`src/rtl/div_seq_pkg.sv`:
```
// div_seq_pkg
// Shared definitions for the EX-stage divide sequencer:
//   - div_state_t  : FSM state encoding (IDLE/DIVZERO/ON/END)
//   - DIV_RESULT_READY / DIV_RESULT_NOT_READY : ready_o levels
//   - FUNCT_DIV / FUNCT_DIVU : MIPS SPECIAL funct codes that decode uses
//     to raise start_div and select signed_div_i.
package div_seq_pkg;

  typedef enum logic [1:0] {
    DIV_IDLE    = 2'b00,
    DIV_DIVZERO = 2'b01,
    DIV_ON      = 2'b10,
    DIV_END     = 2'b11
  } div_state_t;

  localparam logic DIV_RESULT_READY     = 1'b1;
  localparam logic DIV_RESULT_NOT_READY = 1'b0;

  localparam logic [5:0] FUNCT_DIV  = 6'b011010;
  localparam logic [5:0] FUNCT_DIVU = 6'b011011;

endpackage

```
`src/rtl/div_seq_step.sv`:
```
// div_step
// One restoring shift-subtract iteration (purely combinational).
// Ports:
//   rem          in  DIV_W  current partial remainder (always < divisor)
//   dividend_msb in  1      next dividend bit shifted into the remainder
//   divisor      in  DIV_W  divisor magnitude (non-zero)
//   rem_next     out DIV_W  partial remainder after this iteration
//   q_bit        out 1      quotient bit produced by this iteration
module div_step #(
  parameter int DIV_W = 32
) (
  input  logic [DIV_W-1:0] rem,
  input  logic             dividend_msb,
  input  logic [DIV_W-1:0] divisor,
  output logic [DIV_W-1:0] rem_next,
  output logic             q_bit
);

  // The shifted remainder keeps the remainder's top bit: with an unsigned
  // divisor of 2^(DIV_W-1) or more the remainder can have its MSB set, and
  // dropping it would give wrong quotients. One extra bit makes the borrow
  // (bit DIV_W of the difference) an exact "shifted < divisor" flag.
  logic [DIV_W:0] shifted;
  logic [DIV_W:0] diff;

  assign shifted  = {rem, dividend_msb};
  assign diff     = shifted - {1'b0, divisor};
  assign q_bit    = ~diff[DIV_W];
  assign rem_next = q_bit ? diff[DIV_W-1:0] : shifted[DIV_W-1:0];

endmodule

```
`src/rtl/div_seq.sv`:
```
// div_seq
// Multi-cycle restoring divider for the EX stage. Accepts DIV/DIVU from
// decode, iterates DIV_W cycles, and stalls the pipeline until the result
// is ready. result_o = {remainder (HI), quotient (LO)}.
// Ports:
//   clk, rst       clock, asynchronous active-high reset
//   start_div      divide request, held high for the whole operation
//   signed_div_i   1 = DIV, 0 = DIVU (sampled at acceptance)
//   opdata1_i      dividend (sampled at acceptance)
//   opdata2_i      divisor  (sampled at acceptance)
//   annul_i        flush; aborts an in-flight divide
//   result_o       {remainder, quotient}, held until the next completion
//   ready_o        one-cycle pulse while result_o is freshly valid
//   stall_div_o    pipeline stall request
module div_seq
  import div_seq_pkg::*;
#(
  parameter int DIV_W = 32
) (
  input  logic               clk,
  input  logic               rst,
  input  logic               start_div,
  input  logic               signed_div_i,
  input  logic [DIV_W-1:0]   opdata1_i,
  input  logic [DIV_W-1:0]   opdata2_i,
  input  logic               annul_i,
  output logic [2*DIV_W-1:0] result_o,
  output logic               ready_o,
  output logic               stall_div_o
);

  localparam int               CNT_W    = $clog2(DIV_W);
  localparam logic [CNT_W-1:0] CNT_LAST = CNT_W'(DIV_W - 1);

  div_state_t         state_reg, state_next;
  logic [CNT_W-1:0]   cnt_reg, cnt_next;
  // dq_reg starts as the dividend magnitude; each iteration shifts its MSB
  // into the remainder and a quotient bit into its LSB, so after DIV_W
  // iterations it holds the quotient. On the divide-by-zero path it keeps
  // the raw dividend for the remainder field.
  logic [DIV_W-1:0]   dq_reg, dq_next;
  logic [DIV_W-1:0]   divisor_reg, divisor_next;
  logic [DIV_W-1:0]   rem_reg, rem_next;
  logic               sign1_reg, sign1_next;
  logic               sign2_reg, sign2_next;
  logic               signed_reg, signed_next;
  logic [2*DIV_W-1:0] result_reg, result_next;
  logic               ready_reg, ready_next;

  logic [DIV_W-1:0]   step_rem;
  logic               step_q;
  logic [DIV_W-1:0]   quot_final;
  logic [DIV_W-1:0]   quot_fixed;
  logic [DIV_W-1:0]   rem_fixed;
  logic               abort;

  div_step #(
    .DIV_W(DIV_W)
  ) u_step (
    .rem          (rem_reg),
    .dividend_msb (dq_reg[DIV_W-1]),
    .divisor      (divisor_reg),
    .rem_next     (step_rem),
    .q_bit        (step_q)
  );

  assign abort = annul_i | ~start_div;

  // Result of the final iteration, computed in the last ON cycle so that
  // result_o and ready_o are registered on entry to END.
  assign quot_final = {dq_reg[DIV_W-2:0], step_q};
  assign quot_fixed = (signed_reg && (sign1_reg ^ sign2_reg)) ? -quot_final : quot_final;
  assign rem_fixed  = (signed_reg && sign1_reg) ? -step_rem : step_rem;

  always_comb begin
    state_next   = state_reg;
    cnt_next     = cnt_reg;
    dq_next      = dq_reg;
    divisor_next = divisor_reg;
    rem_next     = rem_reg;
    sign1_next   = sign1_reg;
    sign2_next   = sign2_reg;
    signed_next  = signed_reg;
    result_next  = result_reg;
    ready_next   = DIV_RESULT_NOT_READY;

    case (state_reg)
      DIV_IDLE: begin
        if (start_div && !annul_i) begin
          sign1_next  = opdata1_i[DIV_W-1];
          sign2_next  = opdata2_i[DIV_W-1];
          signed_next = signed_div_i;
          if (opdata2_i == '0) begin
            dq_next    = opdata1_i;
            state_next = DIV_DIVZERO;
          end else begin
            dq_next      = (signed_div_i && opdata1_i[DIV_W-1]) ? -opdata1_i : opdata1_i;
            divisor_next = (signed_div_i && opdata2_i[DIV_W-1]) ? -opdata2_i : opdata2_i;
            rem_next     = '0;
            cnt_next     = '0;
            state_next   = DIV_ON;
          end
        end
      end

      DIV_DIVZERO: begin
        if (abort) begin
          state_next = DIV_IDLE;
        end else begin
          result_next = {dq_reg, {DIV_W{1'b1}}};
          ready_next  = DIV_RESULT_READY;
          state_next  = DIV_END;
        end
      end

      DIV_ON: begin
        if (abort) begin
          state_next = DIV_IDLE;
        end else begin
          rem_next = step_rem;
          dq_next  = quot_final;
          cnt_next = cnt_reg + 1'b1;
          if (cnt_reg == CNT_LAST) begin
            result_next = {rem_fixed, quot_fixed};
            ready_next  = DIV_RESULT_READY;
            state_next  = DIV_END;
          end
        end
      end

      DIV_END: begin
        state_next = DIV_IDLE;
      end

      default: begin
        state_next = DIV_IDLE;
      end
    endcase
  end

  always_ff @(posedge clk or posedge rst) begin
    if (rst) begin
      state_reg   <= DIV_IDLE;
      cnt_reg     <= '0;
      dq_reg      <= '0;
      divisor_reg <= '0;
      rem_reg     <= '0;
      sign1_reg   <= 1'b0;
      sign2_reg   <= 1'b0;
      signed_reg  <= 1'b0;
      result_reg  <= '0;
      ready_reg   <= DIV_RESULT_NOT_READY;
    end else begin
      state_reg   <= state_next;
      cnt_reg     <= cnt_next;
      dq_reg      <= dq_next;
      divisor_reg <= divisor_next;
      rem_reg     <= rem_next;
      sign1_reg   <= sign1_next;
      sign2_reg   <= sign2_next;
      signed_reg  <= signed_next;
      result_reg  <= result_next;
      ready_reg   <= ready_next;
    end
  end

  assign result_o    = result_reg;
  assign ready_o     = ready_reg;
  assign stall_div_o = start_div & ~ready_reg & ~annul_i;

endmodule
```
`config.mk`:
```
export PLATFORM = sky130hd
export DESIGN_NAME = div_seq
export DESIGN_NICKNAME = d
export VERILOG_FILES = /design/src/rtl/div_seq_pkg.sv /design/src/rtl/div_seq_step.sv /design/src/rtl/div_seq.sv
export SDC_FILE = /design/constraint.sdc
export NUM_CORES = 1
export LEC_CHECK = 0
export ABC_AREA = 1
export CAP_MARGIN = 20
export CORE_MARGIN = 2
export CORE_UTILIZATION = 44
export CTS_BUF_LIST = sky130_fd_sc_hd__clkbuf_8
export CTS_CLUSTER_DIAMETER = 200
export CTS_CLUSTER_SIZE = 40
export DETAILED_ROUTE_END_ITERATION = 8
export PLACE_DENSITY = 0.63
export SLEW_MARGIN = 20
export SYNTH_ARGS = -nofsm -noshare
export SYNTH_HDL_FRONTEND = slang
export SYNTH_SLANG_ARGS = --single-unit
```
`constraint.sdc`:
```
create_clock -name clk -period 6.9 [get_ports clk]
set_input_delay 1.38 -clock clk [delete_from_list [all_inputs] [get_ports clk]]
set_output_delay 1.38 -clock clk [all_outputs]
set_load 0.005 [all_outputs]
```
==> qor.txt, run 1 <==
Outcome = completed
TritonCTS Buffers = 17
Crit share post-route = 0.702
Clock sinks = 171
Min-delay worst type = flop to flop
Initial drt markers = 1445
Worst-path clk slew = 90 ps
Top_reg_cell synth = dfrtp_1
Final max-slew violation count = 0
Pwr Total = 9.28 mW
Crit path kind = flop to flop
Post-Syn Nets = 2320
Mean Syn Cell Area = 6.25 sq um
CP Launch Type = flop
Number of synthesized flops with an enable pin = 0
Crit path largest cell delay = 360 ps
CTS tree = built
Die height = 181 microns
F_max = 206 MHz
I/O Buffers = 134
Cell Count, Final, Fillers Out = 2707
Post-CTS setup buffers = 0
Clk_lat worst skew = 520 ps
DIE WIDTH = 181 microns
Clock skew = 20.0 ps
WL/cell = 17.2 microns
Maxcap violations = 0
RSZ-0062 raised after global routing = no
Buffer depth of the longest clock path = 2
Synth top area cells = dfrtp_1 (31%), nand2_1 (21%), inv_1 (8.3%), nor2_1 (5.7%), o21ai_0 (5.1%)
Via count = 14300
Root Driver = clkbuf_8
GRT Util Overall = 0.286
Global-route wire length before repair = 73.7 mm
WP data required = 7300 ps
Min Tclk post-route = 4850 ps
Core Region = 30700 sq um
Detailed-route wire length = 46.5 mm
Synth warnings = 0
PD cells = 587 nW/um^2
Largest net degree at the start of global routing = 111
Post-CTS Hold Fix Bufs = 0
Arr. time, crit path = 5250 ps
Critical Path Sink Type = flop
Placed Cells = 2677
Final hold violation count = 0
# DRC = 0
Synthesized cell area = 13800 sq um
Post-synth top area cell = dfrtp_1
Post-CTS sizing = 0
Slew headroom = 0.273
CP max-delay cell = dfrtp_1
Final ANT Viol Nets = 0
Routability congestion estimate = 0.944
DR vias/cell = 5.29
Area share of the largest cell type after synthesis = 0.310
GRT overflow = 0
Die ar. = 32800 sq um
Netlist cell types = 50
Leakage power figure = 8.17 nW
N_diodes = 0
Row cnt = 64
#FFs+latches synth = 171
Peak supply drop = 0.264 mV
TritonRoute pass-1 iters = 6
Fin Setup TNS = 0 ps
Final setup viols = 0
Vias in the first global route = 13400
Final HPWL DP = 35.9 mm
P&R area growth vs syn = 14.5%
Io pins = 135
Share of post-route cells with drive strength above 1 = 0.0407
Final nets = 2412
CTS H-tree lvls = 4
Synth Instances = 2208
Worst Path Max Fanout = 14
Seq/Total Area, Yosys = 0.310
Initial antenna violation count = 0
Max reg flops = 64
Share of synthesized registers carrying an async set or reset = 1.00
Starting Density = 0.449
Least-Margin Pin Slew = 1080 ps
## Yosys cell counts (13+ instances only)
library cell	number
dfrtp_1	171
nor3_1	24
o22ai_1	29
nor2_1	211
xnor2_1	16
o21ai_0	142
nand2_1	764
inv_1	304
o21ai_1	13
o31ai_1	17
nand4_1	25
xor2_1	45
nand2_2	16
clkbuf_1	46
a21oi_1	101
nand3_1	122
ha_1	42
## worst paths after layout
kind	startpoint	to	slack, ps	cells past startpoint
worst max register to register	dq_reg[31]	result_o[28]	2050	29
worst max-delay path	dq_reg[31]	result_o[28]	2050	29
min in group asynchronous	rst	result_o[42]	1380	2
worst min-delay path	result_o[41]	result_o[41]	480	2
worst min register to register	result_o[41]	result_o[41]	480	2
max in group asynchronous	rst	divisor_reg[16]	4260	3
## per-stage QoR
step	hold slack (ps)	cell area, sq um	utilization	worst slack, ps
6_report	482	15800	0.514	2050
5_1_grt	512	15800	0.514	1400
4_1_cts	488	15800	0.514	2090
3_3_place_gp	462	15400	0.501	1660
2_1_floorplan	453	13800	-	888
3_5_place_dp	464	15400	0.501	1540
## cell type report
| class | count | area, sq um |
|---|---|---|
| Sequential cell | 171 | 4280 |
| Timing Repair Buffer | 147 | 1440 |
| Multi-Input combinational cell | 1654 | 8040 |
| Clock inverter | 11 | 123 |
| Clock buffer | 19 | 262 |
| Tap cell | 396 | 495 |
| Inverter | 309 | 1160 |
| Fill cell | 3194 | 14900 |
## logic make-up after synthesis
family	Yosys count	share of synthesized area
fa+ha+maj	43	0.0395
compound gates	343	0.138
buf+inv	383	0.110
flops	171	0.310
mux	1	0.000725
simple gates	1206	0.364
xor+xnor	61	0.0387
## metal layers
layer / wire length (microns) / global-route usage / part of all wire
met1: 22500 / 0.419 / 0.48
met5: 0 / 0 / 0
met3: 3000 / 0.0452 / 0.065
met4: 988 / 0.0829 / 0.021
met2: 20000 / 0.436 / 0.43
## critical path, delay by kind of cell, from the launching register on
| kind | cells | cell delay [ps] |
|---|---|---|
| fa+ha+maj | 3 | 760 |
| buf+inv | 4 | 400 |
| flops | 1 | 360 |
| simple gates | 22 | 3220 |
## power by group
| group | switching, mW | internal, mW |
|---|---|---|
| Clock | 0.398 | 0.336 |
| Combinational | 4.61 | 2.14 |
| Sequential | 0.360 | 1.44 |
| Total | 5.37 | 3.91 |
## cell usage in the layout (no fill, tap or decap), types with 6 or more instances in the layout
| cell | n |
|---|---|
| dfrtp_1 | 171 |
| o21ai_1 | 12 |
| nor3_1 | 24 |
| o31ai_1 | 17 |
| ha_1 | 41 |
| xor2_1 | 45 |
| nor2_1 | 209 |
| clkdlybuf4s50_1 | 134 |
| nand2_2 | 16 |
| buf_4 | 12 |
| a31oi_1 | 12 |
| inv_2 | 6 |
| nor4_1 | 9 |
| o211ai_1 | 11 |
| o21ai_0 | 142 |
| clkbuf_8 | 19 |
| nand2_1 | 764 |
| nand3_1 | 122 |
| nand3b_1 | 9 |
| nand4_1 | 25 |
| xnor2_1 | 16 |
| o22ai_1 | 29 |
| a21oi_1 | 100 |
| inv_1 | 302 |
No activity file was read; power rests on OpenSTA's default activity.
==> run 2, diff against run 1 <==
--- a/config.mk
+++ b/config.mk
@@ -13,7 +13,7 @@
 export CTS_CLUSTER_DIAMETER = 200
 export CTS_CLUSTER_SIZE = 40
 export DETAILED_ROUTE_END_ITERATION = 8
-export PLACE_DENSITY = 0.63
+export PLACE_DENSITY = 0.66
 export SLEW_MARGIN = 20
 export SYNTH_ARGS = -nofsm -noshare
 export SYNTH_HDL_FRONTEND = slang
==> constraint.sdc (replaced) <==
create_clock -name clk -period 4 [get_ports clk]
set_input_delay 0.8 -clock clk [delete_from_list [all_inputs] [get_ports clk]]
set_output_delay 0.8 -clock clk [all_outputs]
set_load 0.005 [all_outputs]
==> qor.txt, run 2 (synthesis gave the netlist of run 1 again) <==
Maxcap violations = 0
N_diodes = 0
Final nets = 2468
F_max = 252 MHz
WP data required = 4400 ps
Initial drt markers = 1403
PD cells = 1010 nW/um^2
Die ar. = 32800 sq um
I/O Buffers = 134
Initial antenna violation count = 1
Io pins = 135
FF-to-FF Start = divisor_reg[0]
Worst r2r path cells = 29
DIE WIDTH = 181 microns
RSZ-0062 raised after global routing = yes
Final hold violation count = 0
Pwr Total = 16.6 mW
Via count = 14600
Detailed-route wire length = 46.2 mm
Die height = 181 microns
Final HPWL DP = 36.3 mm
Min Tclk post-route = 3980 ps
Largest net degree at the start of global routing = 109
GRT overflow = 0
Buffer depth of the longest clock path = 2
WL/cell = 16.7 microns
TritonCTS Buffers = 17
Arr. time, crit path = 4380 ps
Post-CTS Hold Fix Bufs = 0
Root Driver = clkbuf_8
Crit path kind = flop to flop
Clk_lat worst skew = 510 ps
End point of the worst hold path = result_o[25]
Finished Core Util = 0.535
Starting Density = 0.449
Leakage power figure = 8.45 nW
Crit path largest cell delay = 400 ps
DR vias/cell = 5.29
Clock skew = 22.8 ps
Most frequent cells in the layout = nand2_1 (761), inv_1 (298), nor2_1 (207)
Max reg flops = 64
Clock sinks = 171
GRT Util Overall = 0.285
Final ANT Viol Nets = 0
Share of post-route cells with drive strength above 1 = 0.0756
Most common cell after layout, fill and taps aside = nand2_1
# DRC = 0
Vias in the first global route = 13700
Crit share post-route = 0.994
Final max-slew violation count = 0
Peak supply drop = 0.583 mV
FF-to-FF setup slack = 20 ps
Routability congestion estimate = 0.955
Reg-to-reg critical path endpoint = result_o[28]
Worst Path Max Fanout = 3
Worst-path clk slew = 100 ps
Outcome = completed
P&R area growth vs syn = 19.3%
CP Launch Type = flop
CTS H-tree lvls = 4
HP Start = result_o[25]
Final setup viols = 0
Global-route wire length before repair = 73.5 mm
TritonRoute pass-1 iters = 5
Row cnt = 64
Critical Path Sink Type = flop
Least-Margin Pin Slew = 1120 ps
Hold path depth = 2
CP max-delay cell = dfrtp_1
Min-delay worst type = flop to flop
CTS tree = built
Core Region = 30700 sq um
Slew headroom = 0.252
[run 2: cell types whose count changed in the layout (fill, tap and decap cells not counted), moves of 4 or more]
cell / previous run / this run
buf_12: 0 / 5
buf_4: 12 / 64
ha_1: 41 / 29
ha_4: 1 / 12
inv_1: 302 / 298
inv_6: 2 / 6
[run 2: layout make-up]
type,count,area (sq um)
Timing Repair Buffer,203,1920
Tap cell,396,495
Multi-Input combinational cell,1654,8220
Clock inverter,13,130
Fill cell,3186,14300
Clock buffer,18,248
Inverter,309,1170
Sequential cell,171,4280
[run 2: worst max-delay path by stage]
stage,startpoint,endpoint,slack [ps],cells past startpoint
after floorplan,divisor_reg[0],result_o[28],50,30
after global placement,opdata2_i[1],dq_reg[29],110,18
after detailed placement,divisor_reg[0],result_o[26],-40,27
after CTS,divisor_reg[0],result_o[26],5,27
after global routing,divisor_reg[0],result_o[28],-260,29
final,divisor_reg[0],result_o[28],20,29
[run 2: per-layer routing]
metal	vias to the layer above	part of all wire	GRT usage
met3	53	0.071	0.0379
met2	514	0.45	0.448
met4	0	0.019	0.0741
met5	-	0	0
li1	7315	-	-
met1	6752	0.46	0.413
[run 2: repair_timing]
| action | CTS | global route |
|---|---|---|
| gates resized for setup | 1 | 29 |
| pin swaps | 1 | 17 |
| setup buffers | 0 | 4 |
| endpoints found under the setup margin | 3 | 18 |
[run 2: through the flow]
| stage | area, sq um | hold WS [ps] | TNS, ps | std cells | setup slack, ps |
|---|---|---|---|---|---|
| global route | 16500 | 508 | -1040 | 2764 | -256 |
| finish | 16500 | 483 | 0 | 2764 | 25.0 |
| global placement | 15900 | 461 | 0 | 2729 | 105 |
| CTS | 16200 | 490 | 0 | 2760 | 4.79 |
| detailed placement | 15900 | 465 | -41.2 | 2729 | -38.5 |
| floorplan | 13800 | 453 | 0 | 2208 | 52.5 |
[run 2: report_power, final]
group | internal [mW] | total [mW] | switching (mW)
logic | 4.23 | 12.3 | 8.03
registers | 2.48 | 3.11 | 0.629
clock network | 0.520 | 1.25 | 0.734
[run 2: critical path: cells and delay by family (launching register included)]
kind / cells / cell delay, ps
buf+inv: 3 / 180
flops: 1 / 400
fa+ha+maj: 3 / 700
simple gates: 23 / 2600
